[config.mk]
export PLATFORM = sky130hd
export DESIGN_NAME = sdcapdma
export DESIGN_NICKNAME = d
export VERILOG_FILES = /design/src/rtl/sdcapdma_pkg.sv /design/src/rtl/sdcapdma_fifo.sv /design/src/rtl/sdcapdma.sv
export SDC_FILE = /design/constraint.sdc
export NUM_CORES = 1
export LEC_CHECK = 0
export ABC_AREA = 1
export CELL_PAD_IN_SITES_DETAIL_PLACEMENT = 0
export CELL_PAD_IN_SITES_GLOBAL_PLACEMENT = 2
export CORE_ASPECT_RATIO = 0.7
export CORE_MARGIN = 2
export CORE_UTILIZATION = 35
export DETAILED_ROUTE_END_ITERATION = 6
export HOLD_SLACK_MARGIN = 0.12
export PLACE_DENSITY_LB_ADDON = 0.1
export SYNTH_ARGS = -nofsm -noshare
export SYNTH_HDL_FRONTEND = slang
export SYNTH_SLANG_ARGS = --single-unit
export TNS_END_PERCENT = 10
[constraint.sdc]
create_clock -name clk -period 10.5 [get_ports clk]
set_clock_uncertainty 0.2 [all_clocks]
set_input_delay 3.15 -clock clk [delete_from_list [all_inputs] [get_ports clk]]
set_output_delay 3.15 -clock clk [all_outputs]
set_load 0.01 [all_outputs]
[src/rtl/sdcapdma_pkg.sv]
// sdcapdma shared definitions: geometry defaults,
// burst length and the two FSM state encodings.
package sdcapdma_pkg;

  localparam int WIDTH_DEF  = 720;
  localparam int HEIGHT_DEF = 240;
  localparam int BURSTLEN   = 4;

  typedef enum logic [1:0] {
    CAP_SYNC,
    CAP_RUN,
    CAP_FLUSH
  } cap_t;

  typedef enum logic [1:0] {
    MEM_IDLE,
    MEM_REQ,
    MEM_DATA
  } mem_t;

endpackage

[src/rtl/sdcapdma_fifo.sv]
// sdcapfifo: single-clock first-word-fall-through FIFO.
// Ports: push/din, pop/dout (head), flush, count, full, empty.
module sdcapfifo #(
  parameter int DEPTH = 16,
  parameter int W     = 24
) (
  input  logic                     clk,
  input  logic                     rst,
  input  logic                     push,
  input  logic                     pop,
  input  logic                     flush,
  input  logic [W-1:0]             din,
  output logic [W-1:0]             dout,
  output logic [$clog2(DEPTH):0]   count,
  output logic                     full,
  output logic                     empty
);

  localparam int AW = $clog2(DEPTH);

  logic [W-1:0] mem [DEPTH];
  logic [AW:0]  wp;
  logic [AW:0]  rp;
  logic         dopush;
  logic         dopop;

  assign dopop  = pop && !empty;
  // a pop in the same cycle frees the slot, so push is legal when full
  assign dopush = push && (!full || dopop);

  always_ff @(posedge clk) begin
    if (rst || flush) begin
      wp <= '0;
      rp <= '0;
    end else begin
      if (dopush) wp <= wp + 1'b1;
      if (dopop)  rp <= rp + 1'b1;
    end
  end

  always_ff @(posedge clk) begin
    if (dopush) mem[wp[AW-1:0]] <= din;
  end

  assign count = wp - rp;
  assign full  = (count == (AW+1)'(DEPTH));
  assign empty = (wp == rp);
  assign dout  = mem[rp[AW-1:0]];

endmodule

[src/rtl/sdcapdma.sv]
// sdcapdma: capture-side write DMA, SD pixel stream -> framebuffer.
// Ports: pix* stream in, mem* 4-word write bursts, fielddone, err.
import sdcapdma_pkg::*;

module sdcapdma #(
  parameter int WIDTH  = WIDTH_DEF,
  parameter int HEIGHT = HEIGHT_DEF,
  parameter int BASE   = 0,
  parameter int DEPTH  = 16
) (
  input  logic        clk,
  input  logic        rst,
  input  logic [23:0] pixd,
  input  logic        pixvalid,
  input  logic        pixsof,
  output logic [22:0] memaddr,
  output logic [1:0]  memlen,
  input  logic [31:0] memrdata,
  output logic [31:0] memwdata,
  output logic        memreq,
  output logic        memwr,
  input  logic        memack,
  input  logic        memready,
  output logic        fielddone,
  output logic        err
);

  localparam int          NPIX   = WIDTH * HEIGHT;
  localparam int          CW     = $clog2(DEPTH) + 1;
  localparam logic [17:0] NPIX18 = 18'(NPIX);
  localparam logic [22:0] BASE23 = 23'(BASE);
  localparam logic [22:0] LAST23 = 23'(BASE + NPIX - BURSTLEN);
  localparam logic [CW-1:0] BL   = CW'(BURSTLEN);

  cap_t          cst;
  mem_t          mst;
  logic [17:0]   pixcnt;
  logic [1:0]    beat;
  logic          push;
  logic          pop;
  logic          flush;
  logic          full;
  logic          empty;
  logic [CW-1:0] count;
  logic [23:0]   head;
  logic          pend;
  logic          bad;
  logic          unused_rdata;

  assign unused_rdata = ^{memrdata, empty};

  // field complete: only a sof may follow
  assign pend  = (pixcnt == NPIX18);
  // sof must coincide exactly with a complete field
  assign bad   = (cst == CAP_RUN) && pixvalid &&
                 ((pixsof != pend) || (full && !pop));
  assign push  = pixvalid && !bad &&
                 ((cst == CAP_SYNC && pixsof) || cst == CAP_RUN);
  assign pop   = (mst == MEM_DATA) && memack;
  assign flush = (cst == CAP_FLUSH) && (mst == MEM_IDLE);

  sdcapfifo #(.DEPTH(DEPTH), .W(24)) u_fifo (
    .clk   (clk),
    .rst   (rst),
    .push  (push),
    .pop   (pop),
    .flush (flush),
    .din   (pixd),
    .dout  (head),
    .count (count),
    .full  (full),
    .empty (empty)
  );

  assign memwdata = {8'h00, head};
  assign memlen   = 2'd3;
  assign memwr    = 1'b1;

  always_ff @(posedge clk) begin
    if (rst) begin
      cst       <= CAP_SYNC;
      mst       <= MEM_IDLE;
      pixcnt    <= '0;
      beat      <= '0;
      memreq    <= 1'b0;
      memaddr   <= BASE23;
      fielddone <= 1'b0;
      err       <= 1'b0;
    end else begin
      fielddone <= 1'b0;

      unique case (1'b1)
        (cst == CAP_SYNC): begin
          if (pixvalid && pixsof) begin
            cst    <= CAP_RUN;
            pixcnt <= 18'd1;
          end
        end
        (cst == CAP_RUN): begin
          if (bad) begin
            err <= 1'b1;
            cst <= CAP_FLUSH;
          end else if (pixvalid) begin
            pixcnt <= pend ? 18'd1 : pixcnt + 18'd1;
          end
        end
        (cst == CAP_FLUSH): begin
          if (mst == MEM_IDLE) begin
            cst    <= CAP_SYNC;
            pixcnt <= '0;
          end
        end
        default: cst <= CAP_SYNC;
      endcase

      unique case (1'b1)
        (mst == MEM_IDLE): begin
          if (cst != CAP_FLUSH && count >= BL) begin
            memreq <= 1'b1;
            mst    <= MEM_REQ;
          end else if (flush) begin
            memaddr <= BASE23;
          end
        end
        (mst == MEM_REQ): begin
          if (memready) begin
            memreq <= 1'b0;
            beat   <= '0;
            mst    <= MEM_DATA;
          end
        end
        (mst == MEM_DATA): begin
          if (memack) begin
            beat <= beat + 2'd1;
            if (beat == 2'd3) begin
              mst <= MEM_IDLE;
              if (memaddr == LAST23) begin
                memaddr   <= BASE23;
                fielddone <= 1'b1;
              end else begin
                memaddr <= memaddr + 23'd4;
              end
            end
          end
        end
        default: mst <= MEM_IDLE;
      endcase
    end
  end

endmodule

==> results.toml <==
[setup_path]
critPathMaxFanout = 70
start_kind = "flop"
reg2reg_depth = 13
ff2ff_setup_slack_ns = 6.52
worstPathCellList = "buf_4 -> mux2i_1 -> o211ai_1 -> nand3_1 -> nand2_1 -> clkdlybuf4s50_1"
crit_slowest_cell = "dfxtp_4"
cp_num_buf_inv = 2
crit_required_ns = 7.15
slowest_delay_ns = 0.89
cpLargestDelayFamily = "buffers and inverters"
r2r_start = "u_fifo.wp[2]$_SDFFE_PP0P_"
cp.arrival_ns = 3.69
crit_type = "reg -> out"
cp-end-kind = "output port"
regToRegEndpoint = "u_fifo.mem[7][16]$_DFFE_PP_"

[detailed_routing]
drt_iter0_drc = 921
wl_per_cell_um = 20.6
wl_um = 51200
drc = 0
dr.pass1.iters = 5
avgViaCountPerCell = 4.95
ant_nets = 0
vias = 12300

[global_route]
grt_pass1_wl_um = 76900
grt_max_degree = 151
antenna_found_initial = 1
use_met1 = 0.276
overflow = 0
grt_pass1_vias = 11700
grt_use_met3 = 0.0301
grt_usage = 0.179
grt_use_met2 = 0.262
gr-max-usage-layer = "met1"

[clock_tree]
tritoncts = "built"
htree_levels = 2
path_clk_slew_ns = 0.06
post_cts_buffers = 0
clock-root-buffer = "clkbuf_16"
cts_hold_buf = 0
cts_sinks = 446
cts_inserted_buffers = 48
cts_resized = 0
cts_buffer_depth = 3
clkLatencyLatePin_ns = 0.58

[hold_path]
hold_depth = 2
hp-start = "err$_SDFFE_PP0P_"
hold-path-endpoint = "err$_SDFFE_PP0P_"
hold_class = "reg -> reg"

[place]
portBuffers = 77
gp_congestion = 0.755
post-dp-hpwl_um = 27300

[sta]
max_freq_ghz = 0.142
tightest_slew_ns = 1.12
slew_headroom = 0.249
report.final.slew_viol_count = 0
setup_viol = 0
fin_crit_sh = 0.670
hold_viol = 0
fin_crit_ns = 7.04
tns_ns = 0
rsz0062_at_grt = "no"

[floorplan]
initial_core_util = 0.352
row_count = 72
core_area_mm2 = 0.0550
io_pins = 123
die_height_um = 201
die_area_mm2 = 0.0572
fp.dieW_um = 285

[synthesis]
synth_flop_cell = "edfxtp_1"
ys_seq_elements = 446
synth_area_per_cell_um2 = 11.8
netlist_area_mm2 = 0.0193
yosysSeqAreaShare = 0.660
synth-edff-count = 384
synth_top_cell_area_share = 0.596
synth_top_area_cell = "edfxtp_1"
synth-async-reset-ratio = 0
synth_area_leaders = "edfxtp_1 60%, dfxtp_1 6.4%, mux2i_1 5.0%, o211ai_1 3.8%, a21oi_1 3.8%"
synthCells = 1634
ys_types = 44
yosysWarnings = 0
yosysMostFrequentCell = "edfxtp_1"
synth_commonest_cells = "384 x edfxtp_1, 179 x inv_1, 147 x nand2_1"

[cells_and_area]
final_layout_size_suffix_gt1_frac = 0.0861
fin_nets = 1786
antenna_cells = 0
syn_to_final_growth_pct = 15.6
post-route-util = 0.407

[run]
cap_violations = 0

[run_status]
outcome = "finished, final reports clean"

[power]
p_per_area_mw_per_mm2 = 189
peakVddDrop_mv = 0.133
leakage_nw = 7.37
power.total_mw = 4.23
-- layout by cell type, fill, tap and decap left out, types with 3 or more instances in the layout --
cell | Yosys | layout
clkbuf_16 | 0 | 49
clkinvlp_4 | 0 | 3
nand4_1 | 24 | 24
edfxtp_1 | 384 | 384
inv_2 | 6 | 6
clkdlybuf4s50_1 | 0 | 77
xnor2_1 | 3 | 3
inv_1 | 179 | 179
a21oi_1 | 145 | 145
nand3_1 | 82 | 82
ha_1 | 19 | 19
dfxtp_1 | 62 | 58
nand3_2 | 11 | 11
nor2_2 | 5 | 5
o21ai_1 | 6 | 6
mux2i_1 | 96 | 96
clkinv_1 | 2 | 16
clkbuf_1 | 44 | 8
o211ai_1 | 98 | 98
clkinv_2 | 0 | 8
a21oi_2 | 3 | 3
o21ai_0 | 133 | 133
or2_2 | 3 | 3
nand2_4 | 3 | 3
nand2_1 | 147 | 147
conb_1 | 2 | 13
nor2_1 | 66 | 65
xor2_1 | 5 | 5
nor3_1 | 34 | 19
nor3_2 | 0 | 15
buf_4 | 18 | 28
and3_1 | 3 | 3
-- worst register-to-register path, delay by kind of cell, from the launching register on --
family        cells  cell delay (ns)
simple gates     10             1.95
fa+ha+maj         1             0.36
flops             1             0.52
buf+inv           2             0.59
-- flip-flops by register name (all words and copies together) (netlist names), named ones only --
| name | cells |
|---|---|
| mst | 2 |
| fielddone | 1 |
| beat | 2 |
| memreq | 1 |
| err | 1 |
| pixcnt | 18 |
| cst | 2 |
| u_fifo.rp | 5 |
| u_fifo.wp | 5 |
| memaddr | 21 |
| u_fifo.mem | 384 |
-- per-stage QoR --
step | hold slack, ns | instance area, um2 | instances | setup WS [ns]
after floorplan | 0.262 | 19400 | 1645 | 4.24
after global placement | 0.250 | 20900 | 2395 | 3.69
after detailed placement | 0.250 | 20900 | 2395 | 3.67
after CTS | 0.262 | 22300 | 2482 | 3.47
after global routing | 0.305 | 22300 | 2482 | 3.23
final | 0.260 | 22300 | 2482 | 3.46
-- worst max-delay path by stage --
stage	from	end	slack (ns)	cells after the start
6_report	flop	memwdata[18]	3.46	6
3_5_place_dp	memack	u_fifo.mem[7][10]$_DFFE_PP_	3.67	10
5_1_grt	flop	memwdata[18]	3.23	6
3_3_place_gp	memack	u_fifo.mem[7][19]$_DFFE_PP_	3.69	10
4_1_cts	flop	memwdata[18]	3.47	6
2_1_floorplan	memack	u_fifo.mem[3][0]$_DFFE_PP_	4.24	9
-- power breakdown --
part	leakage (nW)	switching, mW	internal (mW)
clock	0.707	0.713	0.882
combinational	2.70	0.379	0.193
sequential	3.96	0.0616	2.00
-- logic make-up (layout without fill, tap and decap cells) --
family	Yosys count	count (layout)	share of synthesized area
and+or+nand+nor	388	388	0.0938
buffers and inverters	283	380	0.0628
AOI/OAI and AO/OA	392	392	0.117
DFF	446	446	0.660
muxes	96	96	0.0497
xor gates and xnor gates	8	8	0.00362
adders and majority gates	19	19	0.0123
other	2	13	0.000388
-- final cells by class --
class	count	area (um2)
Fill cell	5250	32600
Sequential cell	446	12800
Multi-Input combinational cell	916	5480
Clock buffer	57	1260
Timing Repair Buffer	106	1000
Tap cell	740	926
Inverter	187	703
Clock inverter	30	201
-- layer usage --
metal,share of wire,vias to the layer above
met2,0.43,249
li1,-,5998
met3,0.048,58
met4,0.015,2
met1,0.51,5984
met5,0.00033,-
(Power assumes the default switching activity.)
